===== config.mk =====
export PLATFORM = sky130hd
export DESIGN_NAME = prog_loader
export DESIGN_NICKNAME = d
export VERILOG_FILES = /design/src/rtl/prog_loader_pkg.sv /design/src/rtl/prog_loader_packer.sv /design/src/rtl/prog_loader.sv
export SDC_FILE = /design/constraint.sdc
export NUM_CORES = 1
export LEC_CHECK = 0
export ABC_CLOCK_PERIOD_IN_PS = 4600
export CAP_MARGIN = 20
export CORE_MARGIN = 3
export CORE_UTILIZATION = 35
export CTS_CLUSTER_DIAMETER = 200
export DETAILED_ROUTE_END_ITERATION = 16
export SYNTH_ARGS = -nofsm -noshare
export SYNTH_HDL_FRONTEND = slang
export SYNTH_SLANG_ARGS = --single-unit

===== constraint.sdc =====
create_clock -name clk -period 4.6 [get_ports clk]
set_input_delay 0.92 -clock clk [delete_from_list [all_inputs] [get_ports clk]]
set_output_delay 0.92 -clock clk [all_outputs]
set_load 0.05 [all_outputs]

===== src/rtl/prog_loader_pkg.sv =====
// Shared widths and loader state encoding for the program-memory loader.
package prog_loader_pkg;

   localparam int unsigned DEF_INSTR_WIDTH = 32;
   localparam int unsigned DEF_MEM_WIDTH   = 8;
   localparam int unsigned HDR_BYTES       = 2;

   typedef enum logic [2:0] {
      ST_RUN,
      ST_HDR_HI,
      ST_HDR_LO,
      ST_DATA,
      ST_WRITE,
      ST_DONE,
      ST_ERR
   } state_t;

endpackage


===== src/rtl/prog_loader_packer.sv =====
// Big-endian byte packer: shifts accepted bytes into a word and flags the last byte.
module byte_packer #(
   parameter int unsigned BPW = 4
) (
   input  logic               clk,
   input  logic               rst_n,
   input  logic               clear,
   input  logic               shift_en,
   input  logic [7:0]         byte_data,
   output logic [8*BPW-1:0]   word,
   output logic               word_full
);

   localparam int unsigned W     = 8 * BPW;
   localparam int unsigned IDX_W = (BPW > 1) ? $clog2(BPW) : 1;

   logic [IDX_W-1:0] idx;

   assign word_full = shift_en & (idx == IDX_W'(BPW - 1));

   always_ff @(posedge clk) begin
      if (!rst_n) begin
         word <= '0;
         idx  <= '0;
      end else if (clear) begin
         word <= '0;
         idx  <= '0;
      end else if (shift_en) begin
         word <= (word << 8) | W'(byte_data);
         idx  <= word_full ? '0 : idx + IDX_W'(1);
      end
   end

endmodule


===== src/rtl/prog_loader.sv =====
// Time-shares the program memory port between instruction fetch and a byte-stream loader.
module prog_loader
   import prog_loader_pkg::*;
#(
   parameter int unsigned INSTR_WIDTH = DEF_INSTR_WIDTH,
   parameter int unsigned MEM_WIDTH   = DEF_MEM_WIDTH
) (
   input  logic                   clk,
   input  logic                   rst_n,
   input  logic                   load_start,
   input  logic                   byte_valid,
   input  logic [7:0]             byte_data,
   output logic                   byte_ready,
   input  logic [MEM_WIDTH-1:0]   cpu_addr,
   output logic                   cpu_stall,
   output logic                   mem_we,
   output logic [MEM_WIDTH-1:0]   mem_addr,
   output logic [INSTR_WIDTH-1:0] mem_wdata,
   output logic                   load_done,
   output logic                   load_error
);

   localparam int unsigned BPW   = (INSTR_WIDTH + 7) / 8;
   localparam int unsigned CNT_W = 8 * HDR_BYTES;
   localparam int unsigned DEPTH = 1 << MEM_WIDTH;

   state_t               state, state_nxt;
   logic [CNT_W-1:0]     remaining, remaining_nxt;
   logic [CNT_W-1:0]     hdr_count;
   logic [MEM_WIDTH-1:0] wr_addr, wr_addr_nxt;
   logic                 err_q, err_nxt;
   logic                 accept;
   logic                 pack_shift;
   logic                 pack_clear;
   logic                 word_full;
   logic [8*BPW-1:0]     word;

   assign accept     = byte_valid & byte_ready;
   assign pack_shift = accept & (state == ST_DATA);
   // The high header byte is parked in remaining until the low byte completes the count.
   assign hdr_count  = {remaining[CNT_W-1:8], byte_data};

   byte_packer #(.BPW(BPW)) u_packer (
      .clk       (clk),
      .rst_n     (rst_n),
      .clear     (pack_clear),
      .shift_en  (pack_shift),
      .byte_data (byte_data),
      .word      (word),
      .word_full (word_full)
   );

   always_ff @(posedge clk) begin
      if (!rst_n) begin
         state     <= ST_RUN;
         remaining <= '0;
         wr_addr   <= '0;
         err_q     <= 1'b0;
      end else begin
         state     <= state_nxt;
         remaining <= remaining_nxt;
         wr_addr   <= wr_addr_nxt;
         err_q     <= err_nxt;
      end
   end

   always_comb begin
      state_nxt     = state;
      remaining_nxt = remaining;
      wr_addr_nxt   = wr_addr;
      err_nxt       = err_q;
      pack_clear    = 1'b0;
      unique case (state)
         ST_RUN: begin
            if (load_start) begin
               state_nxt = ST_HDR_HI;
               err_nxt   = 1'b0;
            end
         end
         ST_HDR_HI: begin
            if (accept) begin
               remaining_nxt[CNT_W-1:8] = byte_data;
               state_nxt                = ST_HDR_LO;
            end
         end
         ST_HDR_LO: begin
            if (accept) begin
               remaining_nxt = hdr_count;
               wr_addr_nxt   = '0;
               pack_clear    = 1'b1;
               if (hdr_count == '0) begin
                  state_nxt = ST_DONE;
               end else if (32'(hdr_count) > DEPTH) begin
                  state_nxt = ST_ERR;
                  err_nxt   = 1'b1;
               end else begin
                  state_nxt = ST_DATA;
               end
            end
         end
         ST_DATA: begin
            if (word_full) state_nxt = ST_WRITE;
         end
         ST_WRITE: begin
            wr_addr_nxt   = wr_addr + MEM_WIDTH'(1);
            remaining_nxt = remaining - CNT_W'(1);
            state_nxt     = (remaining == CNT_W'(1)) ? ST_DONE : ST_DATA;
         end
         ST_DONE, ST_ERR: state_nxt = ST_RUN;
         default:         state_nxt = ST_RUN;
      endcase
   end

   assign byte_ready = (state == ST_HDR_HI) | (state == ST_HDR_LO) | (state == ST_DATA);
   assign cpu_stall  = (state != ST_RUN);
   assign mem_we     = (state == ST_WRITE);
   assign load_done  = (state == ST_DONE);
   assign load_error = err_q;
   assign mem_addr   = (state == ST_RUN) ? cpu_addr : wr_addr;
   assign mem_wdata  = word[INSTR_WIDTH-1:0];

endmodule


[Word-level counts from Yosys, hierarchy flattened]
Index checks and enable logic that the tools add are counted.
Cells by class
  bitwise logic cells: 8
  magnitude comparators: 1
  eq/ne operators: 13
  shifts and indexed selects: 0
  mux-type cells: 23
  multiply operators: 0
  divide/modulo/power cells: 0
  add/sub/neg operators: 3
  reduce and logical (&&, ||, !) cells: 11
Operators by type and width (count)
  $mux 8: 4
  $or 32x8->32: 1
  $pmux 8 s2: 2
  $pmux 8 s3: 1
  $mux 3: 7
  $eq 16x1->1 const B: 1
  $gt 16x9->1 const B: 1
  $logic_not 16->1: 1
  $sub 16x1->16 const B: 1
  $pmux 3 s5: 1
  $ne 2x2->1 const B: 5
  $add 8x1->8 const B: 1
  $eq 3x2->1 const B: 2
  $eq 3x3->1 const B: 2
  $mux 1: 6
  $reduce_bool 2->1: 3
  $reduce_and 5->1: 1
  $reduce_and 4->1: 1
  $and 1x1->1: 3
  $eq 3x1->1 const B: 1
  $logic_not 3->1: 1
  $reduce_and 3->1: 1
  $reduce_bool 3->1: 1
  $add 2x1->2 const B: 1
  other kinds (8): 10
Storage, ports and cells
  word-level logic and storage cells: 66
  bits in latches: 0
  memories kept: 0
  bits in writable memories: 0
  register bits: 62
  memory bits (read-only): 0
  output and inout port bits: 45

[Longest topological paths before layout]
Gate-level depths: netlist (run 1).
  depth after elaboration: 8
  depth in mapped cells: 7
  depth with buffers taken out: 6

[Hierarchy]
From an unflattened synthesis (run 1), not the netlist that was laid out.
Second synthesis, totals
  cell total of the unflattened synthesis: 361
  area, all modules: 3129.3 sq um
Modules (own cells, without submodules)
  prog_loader: cells an instance 247, area an instance 1901.8 sq um, instances 1
  byte_packer: cells an instance 114, area an instance 1227.4 sq um, instances 1

[Worst setup path before layout (run 1)]
Ideal clock, no wire load.
  kind: register to output
  start point: register state[0]
  end point: output mem_addr[0]
  cell stages (with the launch flop): 4
  setup slack: 2.225 ns
  path buffers: 1
  required time: 3.680 ns
  arrival: 1.455 ns
  path through: dfxtp_1 buf_2 nor3_2 mux2_2
Between the ends
  word-level cells in the longest chain between the ends: 2
Ends and longest elaborated chain
  start: declaration: line prog_loader.sv:27  | state_t state, state_nxt;
  start signal: assignment: line prog_loader.sv:60  | state <= state_nxt;
  $logic_not 3->1: line prog_loader.sv:119  | assign mem_addr = (state == ST_RUN) ? cpu_addr : wr_addr;
  $mux 8: line prog_loader.sv:119
  end: declaration: line prog_loader.sv:17  | output logic [MEM_WIDTH-1:0] mem_addr,
Every way passes these cells.

[Worst setup path in the final report (run 1)]
  start point: register state[2]
  end point: output mem_we
Between the ends
  word-level cells in the longest chain between the ends: 1
Ends and longest elaborated chain
  $eq 3x3->1: line prog_loader.sv:116  | assign mem_we = (state == ST_WRITE);
  end: declaration: line prog_loader.sv:16  | output logic mem_we,
Every way passes these cells.

==> summary.txt, run 1 <==
Synthesis
  – Syn nets: 419
  – Synthesized instance count: 395
  – Most common cell in the netlist: nand2_1
  – FFs w/ async S/R, synth: 0
  – Seq cells post-synth: 62
  – Post-synthesis cell type count: 57
  – Share of the synthesized area in the top cell type: 0.400
  – Top cells by instance count after synthesis: 84 x nand2_1, 62 x dfxtp_1, 50 x a21oi_1
  – Synthesized area: 3100 µm²
  – Largest cells by area after synthesis: dfxtp_1 40%, nand2_1 10%, a21oi_1 8.1%
  – Syn. warnings: 0
  – Syn Area/Cell: 7.86 µm²
  – Largest area contributor in the netlist: dfxtp_1
  – Top FF cell, synth: dfxtp_1
  – Seq/Total Area, Yosys: 0.400
  – Post-synth EDFFs: 0

Worst setup path
  – Crit path largest cell delay: 0.87 ns
  – Max FO, Critical Path: 26
  – CP required: 3.68 ns
  – Setup crit end kind: output port
  – Crit path cell chain: or3b_4, clkinv_2, clkdlybuf4s50_1
  – CP Data Arrival Time: 2.77 ns
  – Startpoint Class: flip-flop
  – Slowest stage cell on the critical path: clkdlybuf4s50_1
  – R2r setup slk: 2.08 ns
  – Reg2Reg Capture Point: remaining[5]$_SDFFE_PN0P_
  – Worst R2R Start: state[0]$_SDFFE_PN0P_
  – Worst Reg-to-Reg Cells: 5
  – Worst Setup Path Type: flip-flop to output port

Global routing
  – Total congestion overflow: 0
  – Number of antenna violations at the first check in global routing: 0
  – First-pass GRT wire length: 14100 µm
  – Number of global-route vias before repair: 2805
  – Largest net degree at the start of global routing: 36
  – Global Route Usage Sum: 0.173

CTS
  – CTS Hold Bufs: 0
  – Post-CTS Resized: 0
  – CTS Buf Count: 9
  – CTS H-tree lvls: 3
  – Clk sinks: 62
  – Clock root buffer: clkbuf_8
  – Clock slew at reported path FFs: 0.07 ns
  – Number of setup buffers added after CTS: 0
  – CTS Buffer Depth: 2
  – Clock Latency Late Sink: 0.34 ns
  – CTS tree: built

Placement
  – PortBufs: 64
  – Placed Instances: 543
  – Final GP Congestion: 0.883
  – Dpl hpwl: 5860 µm

Final layout
  – Final core occ: 0.475
  – Area grow syn2layout: 28.8%
  – Number of nets in the layout: 473
  – Share of layout cells above drive strength 1: 0.0815
  – N_diodes: 0
  – Final cell count without fillers: 559

STA
  – Final Max Slew Viols: 0
  – Fin crit share: 0.802
  – Min cycle time layout: 3.69 ns
  – RSZ-0062 raised after global routing: false
  – Setup-failing EPs final: 0
  – Final hold vios: 0
  – Worst Tran Pin Value: 0.760 ns
  – Slew headroom: 0.491
  – Sum Neg Setup Slack: 0 ns
  – Fmax: 271 MHz
  – Clock Skew: 0.00598 ns

Routing
  – Initial DRC Count: 179
  – Routed WL per cell: 15.1 µm
  – DRT antenna net count: 0
  – WL final: 8420 µm
  – Vias per cell: 5.36
  – Via count of the routed design: 2998
  – Drt pass-1 iters: 4
  – DRC: 0

Min path
  – Hold depth: 2
  – Worst Hold End: u_packer.word[25]$_SDFFE_PP0P_
  – Hold Path Class: flip-flop to flip-flop
  – Min-delay src: u_packer.word[25]$_SDFFE_PP0P_

Power and ir drop
  – Worst VDD drop: 0.156 mV
  – Power, Total: 1.82 mW
  – Power density cells: 456 nW/µm²
  – Leak Pwr: 1.37 nW

Die
  – Core ar.: 8420 µm²
  – # rows: 33
  – Initial core utilization: 0.368
  – Die Ht: 100 µm
  – I/O Pins: 65
  – Die Wd: 100 µm
  – Die Footprint: 10000 µm²

Outcome
  – Status: complete, no violations

Run
  – Max Cap Viol: 0
[layout by cell type, fill, tap and decap left out, types with 5 or more instances in the layout]
master / instances
a22oi_1: 5
nor4_1: 7
and3_1: 7
mux2_2: 8
nand3_1: 7
o21ai_0: 12
nor2b_1: 6
a21oi_1: 50
nand4_1: 7
clkdlybuf4s50_1: 64
nor2_1: 22
nor3_1: 6
inv_1: 8
a31oi_1: 8
dfxtp_1: 62
buf_4: 6
clkbuf_8: 10
nand2_1: 84
[state kept, by name, indices dropped and copies added (netlist names)]
signal and cells:
u_packer.idx 2, remaining 16, u_packer.word 32, state 3, load_error 1, wr_addr 8
[through the flow]
step | hold slack, ns | cell area (µm²) | worst slack (ns)
final | 0.455 | 4000 | 0.913
after detailed placement | 0.447 | 3800 | 1.28
after global placement | 0.445 | 3800 | 1.34
after floorplan | 0.440 | 3100 | 2.23
after global routing | 0.480 | 4000 | 0.766
after CTS | 0.458 | 4000 | 0.892
[worst max-delay path, delay by kind of cell, from the launching register on]
family	cells	cell delay, ns
simple gates	1	0.58
buf+inv	2	1.18
flops	1	0.67
[how the worst max path moves through the flow]
stage	slack (ns)	to	cells past startpoint	start
5_1_grt	0.77	mem_addr[1]	3	state[0]$_SDFFE_PN0P_
3_3_place_gp	1.34	mem_we	3	state[2]$_SDFFE_PN0P_
2_1_floorplan	2.23	mem_addr[0]	3	state[0]$_SDFFE_PN0P_
3_5_place_dp	1.28	mem_we	3	state[2]$_SDFFE_PN0P_
6_report	0.91	mem_we	3	state[2]$_SDFFE_PN0P_
4_1_cts	0.89	mem_we	3	state[2]$_SDFFE_PN0P_
[report_power, final]
group          internal (mW)  switching, mW  total [mW]  leakage [nW]
logic                  0.272          0.418       0.690         0.774
clock network          0.265          0.224       0.489        0.0955
registers              0.571         0.0741       0.645         0.500
total                   1.11          0.716        1.82          1.37
[area by class of cell]
| class | instances | area (µm²) |
|---|---|---|
| clock buffers | 11 | 141 |
| clock inverters | 5 | 58.8 |
| fillers | 866 | 4430 |
| inverters | 10 | 38.8 |
| multi-input cells | 296 | 1700 |
| flip-flops and latches | 62 | 1240 |
| well taps | 105 | 131 |
| repair buffers | 70 | 686 |
[per-layer routing]
layer  track usage  part of all wire  vias up
li1              -                 -     1516
met1         0.242              0.49     1397
met2         0.259              0.44       72
met3        0.0466             0.054       13
met4        0.0591             0.019        0
met5             0                 0        -
[cell families after synthesis]
family	Yosys count	share of synthesized area
xor gates and xnor gates	1	0.00282
AOI/OAI and AO/OA	107	0.214
muxes	9	0.0323
DFF	62	0.400
adders and majority gates	4	0.0161
and+or+nand+nor	175	0.283
buffers and inverters	37	0.0520
Power figures use the tool's default switching activity.
==> inputs of run 2 (changes only) <==
ABC_CLOCK_PERIOD_IN_PS = 3500   (was 4600)
clock period = 3.5 ns   (was 4.6 ns; I/O delays follow)
==> run 2 against run 1 <==
Compared with the run above: largest cell class unchanged; sequential share of layout area is 0.58 points lower; core utilization rose by 0.91 points; worst hold slack improved by 0.0027 ns; die area stayed put; worst setup slack lost 0.69 ns; critical path type unchanged; clock skew down 0.00056 ns.
==> summary.txt, run 2 (same netlist as run 1, synthesis figures left out) <==
CTS
  – Clock Latency Late Sink: 0.34 ns (about the same)
  – Post-CTS Resized: 0 (unchanged)
  – Clock slew at reported path FFs: 0.07 ns (about the same)
  – CTS Buffer Depth: 2 (unchanged)
  – Number of setup buffers added after CTS: 0 (unchanged)
  – CTS Hold Bufs: 0 (unchanged)
  – Clock root buffer: clkbuf_8
  – Clk sinks: 62 (unchanged)
  – CTS H-tree lvls: 3 (unchanged)
  – CTS tree: built
  – CTS Buf Count: 9 (unchanged)

Worst setup path
  – CP required: 2.80 ns (-0.88 ns)
  – Worst Setup Path Type: flip-flop to output port
  – Startpoint Class: flip-flop
  – Setup crit end kind: output port
  – Crit path largest cell delay: 0.71 ns (-0.16 ns)
  – Slowest stage cell on the critical path: clkdlybuf4s50_1
  – Max FO, Critical Path: 13 (-50%)
  – Crit path cell chain: nor3_2, mux2_2, clkdlybuf4s50_1
  – CP Data Arrival Time: 2.57 ns (-0.20 ns)

STA
  – Final Max Slew Viols: 0 (unchanged)
  – Min cycle time layout: 3.27 ns
  – RSZ-0062 raised after global routing: false
  – Final hold vios: 0 (unchanged)
  – Fmax: 306 MHz
  – Worst Tran Pin Value: 0.755 ns (-0.00486 ns)
  – Slew headroom: 0.494 (+0.00326)
  – Setup-failing EPs final: 0 (unchanged)
  – Fin crit share: 0.935
  – Clock Skew: 0.00541 ns (-0.000563 ns)
  – Sum Neg Setup Slack: 0 ns (unchanged)

Final layout
  – Area grow syn2layout: 31.3%
  – Number of nets in the layout: 477 (+0.85%)
  – Biggest regs: u_packer.word x32, remaining x16, wr_addr x8
  – Most frequent cells in the layout: 84 x nand2_1, 64 x clkdlybuf4s50_1, 62 x dfxtp_1
  – Largest Register: u_packer.word
  – N_diodes: 0 (unchanged)
  – Share of layout cells above drive strength 1: 0.0917 (+0.0102)
  – Max reg flops: 32 (unchanged)
  – Most common cell after layout, fill and taps aside: nand2_1
  – Final cell count without fillers: 563 (+0.72%)

Die
  – Die Footprint: 10000 µm² (unchanged)
  – I/O Pins: 65 (unchanged)
  – Die Ht: 100 µm (unchanged)
  – # rows: 33 (unchanged)
  – Core ar.: 8420 µm² (unchanged)
  – Initial core utilization: 0.368 (unchanged)
  – Die Wd: 100 µm (unchanged)

Min path
  – Hold Path Class: flip-flop to flip-flop

Global routing
  – First-pass GRT wire length: 14400 µm (+2.4%)
  – Total congestion overflow: 0 (unchanged)
  – Global Route Usage Sum: 0.178 (+0.00402)
  – Number of global-route vias before repair: 2913 (+3.9%)
  – Number of antenna violations at the first check in global routing: 0 (unchanged)
  – Largest net degree at the start of global routing: 36 (unchanged)

Routing
  – Via count of the routed design: 3019 (+0.70%)
  – DRC: 0 (unchanged)
  – Initial DRC Count: 184 (+2.8%)
  – Routed WL per cell: 15.1 µm (about the same)
  – Vias per cell: 5.36 (about the same)
  – WL final: 8480 µm (+0.75%)
  – DRT antenna net count: 0 (unchanged)
  – Drt pass-1 iters: 5 (+1)

Power and ir drop
  – Leak Pwr: 1.42 nW (+3.8%)
  – Power density cells: 629 nW/µm² (+38%)
  – Worst VDD drop: 0.312 mV (+100%)

Outcome
  – Status: complete, no violations

Placement
  – PortBufs: 64 (unchanged)
  – Final GP Congestion: 0.788 (-11%)
  – Dpl hpwl: 5940 µm (+1.4%)
  – Placed Instances: 547 (+0.74%)

Run
  – Max Cap Viol: 0 (unchanged)
run 2: critical path, delay by kind of cell, from the launching register on:
kind,cells,cell delay (ns)
buffers and inverters,1,0.71
flip-flops,1,0.43
multiplexers,1,0.41
AND/OR/NAND/NOR,1,0.69
run 2: per-stage QoR:
step | setup WS (ns) | hold slack (ns) | utilization | power (mW) | area [µm²]
2_1_floorplan | 1.35 | 0.440 | - | 1.53 | 3100
3_3_place_gp | 0.600 | 0.445 | 0.454 | 1.78 | 3830
3_5_place_dp | 0.562 | 0.449 | 0.454 | 1.80 | 3830
4_1_cts | 0.187 | 0.459 | 0.484 | 2.58 | 4070
5_1_grt | 0.0763 | 0.482 | 0.484 | 2.70 | 4070
6_report | 0.227 | 0.458 | 0.484 | 2.56 | 4070
run 2: final timing paths:
check                                                     from                              to  slack (ns)  cells after the start
worst max-delay path                     state[0]$_SDFFE_PN0P_                     mem_addr[1]        0.23                      3
worst min-delay path            u_packer.word[24]$_SDFFE_PP0P_  u_packer.word[24]$_SDFFE_PP0P_        0.46                      2
worst max register to register           state[2]$_SDFFE_PN0P_      remaining[15]$_SDFFE_PN0P_        1.15                      6
worst min register to register  u_packer.word[24]$_SDFFE_PP0P_  u_packer.word[24]$_SDFFE_PP0P_        0.46                      2
run 2: area by class of cell:
type                    instances  area [µm²]
fillers                       852        4350
inverters                      10        38.8
clock buffers                  10         138
multi-input cells             296        1700
repair buffers                 74         716
clock inverters                 6         109
flip-flops and latches         62        1240
well taps                     105         131
run 2: per-layer routing:
layer / vias to the layer above / GRT usage / wire, µm
li1: 1529 / - / -
met1: 1390 / 0.257 / 4110
met2: 86 / 0.264 / 3850
met3: 14 / 0.0382 / 396
met4: 0 / 0.0549 / 121
met5: - / 0 / 0
run 2: power by group:
group	internal, mW	total [mW]	switching (mW)
logic	0.371	0.961	0.591
registers	0.750	0.824	0.0735
clock network	0.491	0.775	0.284
==> inputs of run 3 (changes only) <==
ABC_CLOCK_PERIOD_IN_PS = 2860   (was 3500)
CTS_BUF_LIST = sky130_fd_sc_hd__clkbuf_16   (was unset)
clock period = 2.86 ns   (was 3.5 ns; I/O delays follow)
==> run 3 against run 2 <==
Compared with the run above: global-route usage rose by 0.098 points; routed wire length rose by 2.0%; flip-flop and latch count did not move; sequential share of layout area fell by 0.54 points; critical endpoint is now load_done; largest cell class unchanged; highest routed layer unchanged.
==> summary.txt, run 3 (same netlist as run 1, synthesis figures left out) <==
Final layout
  – Register area: 1240 µm² (unchanged)
  – Final core occ: 0.492 (+0.00876)
  – Largest Register: u_packer.word
  – N_diodes: 0 (unchanged)
  – Design area: 4150 µm² (+1.8%)
  – Biggest regs: u_packer.word x32, remaining x16, wr_addr x8
  – Multi-input logic area: 1700 µm² (unchanged)
  – Most frequent cells in the layout: 84 x nand2_1, 62 x dfxtp_1, 55 x clkdlybuf4s50_1
  – Share of layout cells above drive strength 1: 0.113 (+0.0213)
  – Most common cell after layout, fill and taps aside: nand2_1
  – Fillers: 859 (+0.82%)
  – Max reg flops: 32 (unchanged)
  – Number of nets in the layout: 479 (+0.42%)
  – Area grow syn2layout: 33.7%

Placement
  – Final GP Congestion: 0.849 (+7.7%)
  – Dpl cell area: 3830 µm² (+0.13%)
  – PortBufs: 64 (unchanged)
  – Dpl hpwl: 6100 µm (+2.8%)

CTS
  – CTS tree: built
  – CTS Buf Count: 9 (unchanged)
  – CTS H-tree lvls: 3 (unchanged)
  – Clock Latency Late Sink: 0.32 ns (-0.02 ns)
  – Clk sinks: 62 (unchanged)
  – Clock root buffer: clkbuf_16
  – Number of setup buffers added after CTS: 0 (unchanged)
  – Clock slew at reported path FFs: 0.05 ns (-0.02 ns)
  – CTS Hold Bufs: 0 (unchanged)
  – Post-CTS Resized: 0 (unchanged)
  – CTS Buffer Depth: 2 (unchanged)

Power and ir drop
  – Cell-internal power: 2.12 mW (+32%)
  – Worst VDD drop: 0.410 mV (+31%)
  – Clock network power share: 0.342 (+0.039)
  – Psw: 1.20 mW (+26%)
  – Leak Pwr: 1.48 nW (+3.8%)
  – Sw frac: 0.360 (-0.0100)
  – Power density cells: 801 nW/µm² (+27%)
  – Sequential Power Share: 0.304 (-0.018)
  – Power, Total: 3.32 mW (+30%)
  – Logic gate share of total power: 0.353 (-0.022)

Die
  – Die Wd: 100 µm (unchanged)
  – Initial core utilization: 0.368 (unchanged)
  – Core ar.: 8420 µm² (unchanged)
  – # rows: 33 (unchanged)
  – I/O Pins: 65 (unchanged)
  – Die Ht: 100 µm (unchanged)
  – Die Footprint: 10000 µm² (unchanged)

Global routing
  – GR Util met1: 0.251 (-0.00559)
  – Largest net degree at the start of global routing: 35 (-2.8%)
  – GRT busiest layer: met2
  – Global Route Usage Sum: 0.178 (+0.000975)
  – Grt met3 use: 0.0514 (+0.0132)
  – Met2 Use GR: 0.267 (+0.00255)
  – Total congestion overflow: 0 (unchanged)
  – Number of antenna violations at the first check in global routing: 0 (unchanged)
  – First-pass GRT wire length: 14300 µm (-0.87%)
  – Number of global-route vias before repair: 2800 (-3.9%)

Worst setup path
  – CP Data Arrival Time: 2.13 ns (-0.44 ns)
  – Buf/Inv on CP: 1 (unchanged)
  – Max FO, Critical Path: 21 (+8)
  – Crit path largest cell delay: 0.72 ns (about the same)
  – CP top delay family: flip-flops
  – Slowest stage cell on the critical path: dfxtp_1
  – Setup crit end kind: output port
  – Crit path cell chain: nor2b_1, and2_1, clkdlybuf4s50_1
  – CP required: 2.29 ns (-0.51 ns)
  – Worst Setup Path Type: flip-flop to output port
  – Startpoint Class: flip-flop

STA
  – Fmax: 371 MHz
  – Final hold vios: 0 (unchanged)
  – Slew headroom: 0.565 (+0.0707)
  – RSZ-0062 raised after global routing: false
  – Sum Neg Setup Slack: 0 ns (unchanged)
  – Min cycle time layout: 2.70 ns
  – Worst Tran Pin Value: 0.648 ns (-0.107 ns)
  – Clock Skew: 0.00605 ns (+0.000637 ns)
  – Final Max Slew Viols: 0 (unchanged)
  – Setup-failing EPs final: 0 (unchanged)
  – Fin crit share: 0.943

Routing
  – Initial DRC Count: 174 (-5.4%)
  – Drt pass-1 iters: 4 (-1)
  – DRC: 0 (unchanged)
  – WL final: 8650 µm (+2.0%)
  – Via count of the routed design: 3043 (+0.79%)
  – DRT antenna net count: 0 (unchanged)
  – Routed WL per cell: 15.3 µm (+1.6%)
  – Vias per cell: 5.39 (+0.44%)

Min path
  – Hold Path Class: flip-flop to flip-flop

Outcome
  – Status: complete, no violations

Run
  – Max Cap Viol: 0 (unchanged)
[run 3: changes by cell type in the layout (fill, tap and decap cells not counted), sizes merged]
cell | previous run | this run
clkbuf | 10 | 9
buf | 10 | 21
bufinv | 3 | 2
clkdlybuf4s50 | 64 | 55
inv | 8 | 9
clkinvlp | 0 | 1
[run 3: per-layer routing]
| metal | vias to the layer above | part of all wire |
|---|---|---|
| met5 | - | 0 |
| met4 | 0 | 0.014 |
| met3 | 9 | 0.050 |
| met2 | 76 | 0.46 |
| met1 | 1421 | 0.48 |
| li1 | 1537 | - |
[run 3: path summary, 6_finish.rpt]
check | slack, ns | startpoint | end | depth (start not counted)
setup reg to reg | 0.69 | state[1]$_SDFFE_PN0P_ | remaining[5]$_SDFFE_PN0P_ | 5
setup / recovery | 0.16 | state[1]$_SDFFE_PN0P_ | load_done | 3
hold reg to reg | 0.45 | u_packer.word[27]$_SDFFE_PP0P_ | u_packer.word[27]$_SDFFE_PP0P_ | 2
hold / removal | 0.45 | u_packer.word[27]$_SDFFE_PP0P_ | u_packer.word[27]$_SDFFE_PP0P_ | 2
[run 3: cell type report]
| cell class | count | share of cell area |
|---|---|---|
| clock buffers | 9 | 0.0543 |
| inverters | 10 | 0.00935 |
| repair buffers | 76 | 0.174 |
| flip-flops and latches | 62 | 0.299 |
| clock inverters | 7 | 0.0217 |
| multi-input cells | 296 | 0.410 |
| well taps | 105 | 0.0317 |
[run 3: metrics by stage]
stage	setup WS, ns	hold WS (ns)	cells
final	0.163	0.451	565
after global routing	0.0166	0.467	565
after CTS	0.128	0.455	565
after detailed placement	0.210	0.447	549
after global placement	0.297	0.444	549
after floorplan	0.833	0.440	395
[run 3: power groups by stage]
stage / registers [mW] / clock network [mW] / logic, mW
after CTS: 1.01 / 1.17 / 1.18
after floorplan: 1.00 / 0 / 0.875
after global placement: 1.02 / 0 / 1.16
after global routing: 1.02 / 1.21 / 1.28
final: 1.01 / 1.14 / 1.17
after detailed placement: 1.03 / 0 / 1.17
[run 3: worst min-delay path, stage by stage (launching register included)]
cell and delay (ns):
dfxtp_1 0.30, nand2_1 0.05, a21oi_1 0.05
